[config.mk]
export PLATFORM = sky130hd
export DESIGN_NAME = rob_retire
export DESIGN_NICKNAME = d
export VERILOG_FILES = /design/src/rtl/rob_retire.sv
export SDC_FILE = /design/constraint.sdc
export NUM_CORES = 1
export LEC_CHECK = 0
export CORE_ASPECT_RATIO = 0.8
export CORE_UTILIZATION = 39
export DETAILED_ROUTE_END_ITERATION = 16
export PLACE_DENSITY = 0.81
export REMOVE_ABC_BUFFERS = 1
export SLEW_MARGIN = 20
export SYNTH_ARGS = -nofsm -noshare
export SYNTH_HDL_FRONTEND = slang
export SYNTH_SLANG_ARGS = --single-unit
export TNS_END_PERCENT = 20
[constraint.sdc]
create_clock -name clock -period 6.15 [get_ports clock]
set_input_delay 1.23 -clock clock [delete_from_list [all_inputs] [get_ports clock]]
set_output_delay 1.23 -clock clock [all_outputs]
set_load 0.005 [all_outputs]
[src/rtl/rob_retire.sv]
// rob_retire: in-order commit of up to EXT_COUNT ROB slots per cycle with store-commit handshake.
// Define RETIRE_PERF_CNT_EN to add the perf_retired/perf_killed counters.
module rob_retire #(
   parameter int EXT_COUNT    = 4,
   parameter int EXTCOUNTLOG2 = (EXT_COUNT > 1) ? $clog2(EXT_COUNT) : 1
) (
   input  logic                            clock,
   input  logic                            reset,
   input  logic [EXT_COUNT-1:0]            slot_valid,
   input  logic [EXT_COUNT-1:0]            slot_kill,
   input  logic [EXT_COUNT-1:0][4:0]       slot_dest_reg,
   input  logic [EXT_COUNT-1:0]            slot_dest_vld,
   input  logic [EXT_COUNT-1:0][31:0]      slot_result,
   input  logic [EXT_COUNT-1:0]            slot_is_store,
   output logic                            consume,
   output logic [EXTCOUNTLOG2-1:0]         consume_count,
   output logic [EXT_COUNT-1:0]            rf_wr_en,
   output logic [EXT_COUNT-1:0][4:0]       rf_wr_addr,
   output logic [EXT_COUNT-1:0][31:0]      rf_wr_data,
   output logic                            st_commit_req,
   input  logic                            st_commit_ack
`ifdef RETIRE_PERF_CNT_EN
   ,
   output logic [31:0]                     perf_retired,
   output logic [31:0]                     perf_killed
`endif
);
   typedef enum logic {IDLE, ST_WAIT} state_t;
   state_t                       state_q, state_d;
   logic                         req_q, req_d;
   logic [EXT_COUNT-1:0]         wr_en_q, wr_en_d;
   logic [EXT_COUNT-1:0][4:0]    wr_addr_q, wr_addr_d;
   logic [EXT_COUNT-1:0][31:0]   wr_data_q, wr_data_d;
   logic [EXTCOUNTLOG2:0]        run_len;
   logic [EXT_COUNT-1:0]         run_mask, ret_mask, wr_cand;
   logic                         stop, store_head, store_ret;
   // Contiguous run of completed slots, cut at the first invalid slot or live store.
   always_comb begin
      run_len  = '0;
      run_mask = '0;
      stop     = 1'b0;
      for (int i = 0; i < EXT_COUNT; i++) begin
         if (!slot_valid[i] || (slot_is_store[i] && !slot_kill[i])) stop = 1'b1;
         run_mask[i] = !stop;
         run_len     = stop ? run_len : run_len + 1'b1;
      end
      store_head = slot_valid[0] && slot_is_store[0] && !slot_kill[0];
   end
   always_comb begin
      state_d       = state_q;
      req_d         = req_q;
      consume       = 1'b0;
      consume_count = '0;
      ret_mask      = '0;
      store_ret     = 1'b0;
      if (state_q == IDLE) begin
         if (run_len != '0) begin
            consume       = 1'b1;
            consume_count = EXTCOUNTLOG2'(run_len - 1'b1);
            ret_mask      = run_mask;
         end else if (store_head) begin
            state_d = ST_WAIT;
            req_d   = 1'b1;
         end
      end else if (st_commit_ack) begin
         consume   = 1'b1;
         store_ret = 1'b1;
         state_d   = IDLE;
         req_d     = 1'b0;
      end
   end
   // Older lanes lose to a younger lane writing the same register in the same group.
   always_comb begin
      wr_cand   = '0;
      wr_en_d   = '0;
      wr_addr_d = '0;
      wr_data_d = '0;
      for (int i = 0; i < EXT_COUNT; i++)
         wr_cand[i] = ret_mask[i] && !slot_kill[i] && !slot_is_store[i] &&
                      slot_dest_vld[i] && (slot_dest_reg[i] != 5'd0);
      for (int i = 0; i < EXT_COUNT; i++) begin
         wr_en_d[i] = wr_cand[i];
         for (int j = i + 1; j < EXT_COUNT; j++)
            if (wr_cand[j] && slot_dest_reg[j] == slot_dest_reg[i]) wr_en_d[i] = 1'b0;
         wr_addr_d[i] = wr_en_d[i] ? slot_dest_reg[i] : 5'd0;
         wr_data_d[i] = wr_en_d[i] ? slot_result[i] : 32'd0;
      end
   end
   always_ff @(posedge clock or posedge reset) begin
      if (reset) begin
         state_q   <= IDLE;
         req_q     <= 1'b0;
         wr_en_q   <= '0;
         wr_addr_q <= '0;
         wr_data_q <= '0;
      end else begin
         state_q   <= state_d;
         req_q     <= req_d;
         wr_en_q   <= wr_en_d;
         wr_addr_q <= wr_addr_d;
         wr_data_q <= wr_data_d;
      end
   end
   assign st_commit_req = req_q;
   assign rf_wr_en      = wr_en_q;
   assign rf_wr_addr    = wr_addr_q;
   assign rf_wr_data    = wr_data_q;
`ifdef RETIRE_PERF_CNT_EN
   logic [31:0] retired_q, retired_d, killed_q, killed_d;
   always_comb begin
      retired_d = retired_q + 32'(store_ret);
      killed_d  = killed_q;
      for (int i = 0; i < EXT_COUNT; i++) begin
         retired_d = retired_d + 32'(ret_mask[i] && !slot_kill[i]);
         killed_d  = killed_d + 32'(ret_mask[i] && slot_kill[i]);
      end
   end
   always_ff @(posedge clock or posedge reset) begin
      if (reset) begin
         retired_q <= '0;
         killed_q  <= '0;
      end else begin
         retired_q <= retired_d;
         killed_q  <= killed_d;
      end
   end
   assign perf_retired = retired_q;
   assign perf_killed  = killed_q;
`endif
endmodule
======== After elaboration in Yosys (flattened, before gate mapping) ========
Cells that the tools add are included.
operators by class
  eq/ne operators ......................... 8
  muxes and demuxes ....................... 37
  add/sub/neg operators ................... 4
  reduce and logical (&&, ||, !) cells .... 55
operators with widths
  kind                   count
  $mux W32               4
  $eq A5 B5 Y1           6
  $logic_and A1 B1 Y1    28
  $mux W1                22
  $mux W5                4
  $reduce_bool A5 Y1     4
  $logic_not A1 Y1       16
  $mux W4                2
  $mux W2                3
  $mux W3                2
  $logic_or A1 B1 Y1     4
  $ne A2 B2 Y1 const B   2
  $add A2 B1 Y3 const B  1
  $add A3 B1 Y3 const B  1
  $reduce_and A3 Y1      1
  $reduce_bool A3 Y1     1
  $add A1 B1 Y2 const B  1
  $reduce_bool A2 Y1     1
  $sub A2 B1 Y2 const B  1
word-level totals
  register bits ........................... 154
  input bits .............................. 167

======== Logic depth before layout (Yosys ltp) ========
  depth after elaboration ................. 23
  depth in mapped cells ................... 8
  gate-level depth less buffers ........... 5

======== Worst setup path after synthesis ========
No wires, ideal clock.
  kind .................................... input port to output port
  start ................................... in slot_is_store[2]
  end ..................................... out consume_count[0]
  data required time ...................... 4920 ps
  path slack .............................. 3084 ps
  arrival time ............................ 1836 ps
  stages .................................. 4
  path buffers ............................ 0
  cell sequence ........................... inv_1 -> o21ai_0 -> a21oi_1 -> nor2_1
between the ends
  cells in the longest elaborated chain, start to end .. 9
  elaborated cells between the ends (all ways) .. 11
  classes of those cells .................. 2 x add/sub; 6 x mux; 3 x reduce/logical
ends and longest elaborated chain
  what                                                        RTL line  RTL
  start: declaration                                          14        input logic [EXT_COUNT-1:0] slot_is_store,
  $logic_and A1 B1 Y1 (*)                                     43        if (!slot_valid[i] || (slot_is_store[i] && !slot_kill[i])) stop = 1'b1;
  $logic_or A1 B1 Y1 (*)                                      43
  $mux W1 (*)                                                 43
  $mux W3                                                     45        run_len = stop ? run_len : run_len + 1'b1;
  $add A3 B1 Y3                                               45
  $mux W3 (*)                                                 45
  $sub A2 B1 Y2 / $reduce_bool A3 Y1 (equally long branches)  59, 57
  $mux W2 (*)                                                 57        if (run_len != '0) begin
  $mux W2 (*)                                                 56        if (state_q == IDLE) begin
  end: declaration                                            16        output logic [EXTCOUNTLOG2-1:0] consume_count,
Mark *: on every way between the ends. The rest lies on a longest branch, timed or not.

======== Final worst setup path ========
Ends and elaborated chain as after synthesis.

==> results by group <==
Status
  – Status: finished, final reports clean

CTS
  – Root Driver: clkbuf_16
  – Max Buffers Root-to-Sink: 2
  – Worst-path clk slew: 0.06 ns
  – Post-CTS Setup Inserts: 0
  – H-tree depth: 4
  – Clk_lat worst skew: 0.42 ns
  – Post-cts gate resize count: 0
  – TritonCTS Buffers: 17
  – Clock sinks: 154
  – # hold bufs at CTS: 0
  – CTS tree: done

Global route
  – Global-route total usage across every layer: 0.229
  – Grt total ovfl: 0
  – Vias in the first global route: 5030
  – Largest net degree at the start of global routing: 119
  – First-pass GRT wire length: 26.9 mm
  – Initial antenna violation count: 0

Logic synthesis
  – Ys flop type: dfrtp_1
  – Post-synthesis cell area: 5920 um^2
  – Post-synth cell types: 41
  – Biggest area consumer among synthesized cells: dfrtp_1
  – Post-synth EDFFs: 0
  – Post-synthesis register bit count: 154
  – Synthesized area per cell: 11.9 um^2
  – Top-area cell type share of the netlist area: 0.651
  – Register area share after synthesis: 0.651
  – Commonest cells in the synthesized netlist: 154 x dfrtp_1, 76 x nand2_1, 74 x and2_1, 43 x nor3_1, 25 x nor2_1
  – Top-count cell post-synth: dfrtp_1
  – Ys Warns: 0
  – Synth area leaders: dfrtp_1 65%, and2_1 7.8%, nand2_1 4.8%, nor2_4 3.8%, nor3_1 3.6%
  – Cells after Synth: 496
  – Ys async rst share: 1.00

Critical path
  – R2R Path Start: state_q
  – Crit-path max FO: 5
  – CP endpoint: consume_count[0]
  – CP max stage delay: 0.62 ns
  – R2R Setup Slk: 3.58 ns
  – Worst r2r dst: rf_wr_data[40]
  – CP delay by family, top: buffers and inverters
  – Crit start category: input port
  – CP Cell Sequence: clkdlybuf4s50_1 -> inv_1 -> o21ai_0 -> a21oi_1 -> nor2_1 -> clkdlybuf4s50_1
  – CP Class: in -> out
  – Data required, critical path: 4.92 ns
  – CP arrival: 3.09 ns
  – Buf+Inv Stages, Crit Path: 3
  – CP Capture Type: primary output
  – Cell repeated most along the worst path: clkdlybuf4s50_1
  – CP Launch Point: slot_is_store[2]
  – Worst R2R Path Depth: 6
  – WP depth: 6
  – Slowest CP cell: o21ai_0

Floorplan
  – Initial Util: 0.407
  – Die width: 140 um
  – Die area: 15700 um^2
  – Total core area: 14500 um^2
  – Std-Cell Rows: 39
  – Die Y: 112 um
  – # IOs: 323

Timing
  – Count of pins over their slew limit: 0
  – Relative slew slack: 0.461
  – Final setup viols: 0
  – Fin crit share: 0.702
  – Worst slew pin tran: 0.809 ns
  – Final hold vios: 0
  – Setup_tns: 0 ns
  – Setup slack after layout: 1.83 ns
  – Clock skew: 0.00691 ns
  – Fmax: 232 MHz
  – Final Critical Period: 4.32 ns
  – RSZ-0062 raised after global routing: false

Run
  – Max-cap violations: 0

Final layout
  – Final std cells w/o fill: 1009
  – ANT cells: 0
  – Final nets: 979
  – Syn-to-layout area delta: 66.3%
  – FILL cells: 1058
  – Share of cells above drive strength 1: 0.0848

Routing
  – Initial DRC count: 220
  – DR vias/cell: 4.69
  – Initial DRT Pass Iterations: 4
  – Drt total wl: 17.2 mm
  – Post-route antenna net violation count: 0
  – DRC: 0
  – WL per Instance: 17.0 um
  – Via count: 4729

Place
  – Pre-CTS WS: 1.84 ns
  – DP HPWL: 12.6 mm
  – Placed cell count: 977
  – Port Buf Inserts: 322
  – Routability cong.: 0.804

Pwr
  – Peak VDD IR: 0.181 mV
  – Pwr dens: 227 nW/um^2
  – Lkg Pwr: 4.34 nW

Worst hold path
  – Min-Delay Path Class: reg -> reg
## area by class of cell
cell class	instances	area, um^2	share of cell area
flip-flops and latches	154	3850	0.391
inverters	3	18.8	0.00191
clock buffers	20	457	0.0464
well taps	184	230	0.0234
repair buffers	328	3270	0.332
clock inverters	12	115	0.0117
multi-input cells	308	1900	0.193
## placed cells by master (no fill, tap or decap), drive strengths merged, types with 6 or more instances in the layout
master	Yosys	final
inv	3	6
xnor2	14	14
buf	16	6
and2	74	74
clkdlybuf4s50	0	322
nor2	46	46
dfrtp	154	154
xor2	16	16
nand3	7	7
nor3	44	44
clkbuf	15	20
nand2	76	76
## kinds of logic (layout without fill, tap and decap cells)
family          Yosys count  in the layout  synth area share
simple gates            265            265             0.252
flops                   154            154             0.651
buf+inv                  34            363            0.0355
xor+xnor                 30             30            0.0444
compound gates           12             12            0.0158
mux                       1              1           0.00169
## layer usage
layer,share of wire,GRT usage,up-vias
li1,-,-,2218
met1,0.38,0.260,2279
met2,0.53,0.404,210
met3,0.077,0.0708,22
met4,0.016,0.0872,0
met5,0,0,-
## sequential cells by signal (all words and copies together), names as in the netlist
signal         cells
rf_wr_data       128
state_q            1
st_commit_req      1
rf_wr_addr        20
rf_wr_en           4
## worst min-delay path by stage
stage                        startpoint       endpoint  slack (ns)  cells past startpoint
after detailed placement  st_commit_req  st_commit_req        0.56                      2
after global routing      st_commit_req  st_commit_req        0.62                      2
after CTS                 st_commit_req  st_commit_req        0.57                      2
final                     st_commit_req  st_commit_req        0.57                      2
after floorplan                 state_q  st_commit_req        0.53                      1
after global placement    st_commit_req  st_commit_req        0.54                      2
## where the power goes
group          switching [mW]  leakage [nW]  internal, mW
logic                  0.0785          1.93         0.127
registers             0.00382          2.14          1.02
clock network           0.419         0.273         0.582
## through the flow
stage	util	power (mW)	cell area, um^2	hold slack, ns
global placement	0.637	1.24	9260	0.540
finish	0.677	2.23	9850	0.569
detailed placement	0.637	1.25	9260	0.557
floorplan	-	1.10	5720	0.534
CTS	0.676	2.26	9830	0.567
global route	0.677	2.32	9850	0.615
## worst min-delay path, stage by stage, from the launching register on
cell and delay, ns:
dfrtp_1 0.40, inv_1 0.07, o22ai_1 0.06
Power figures use the tool's default switching activity.
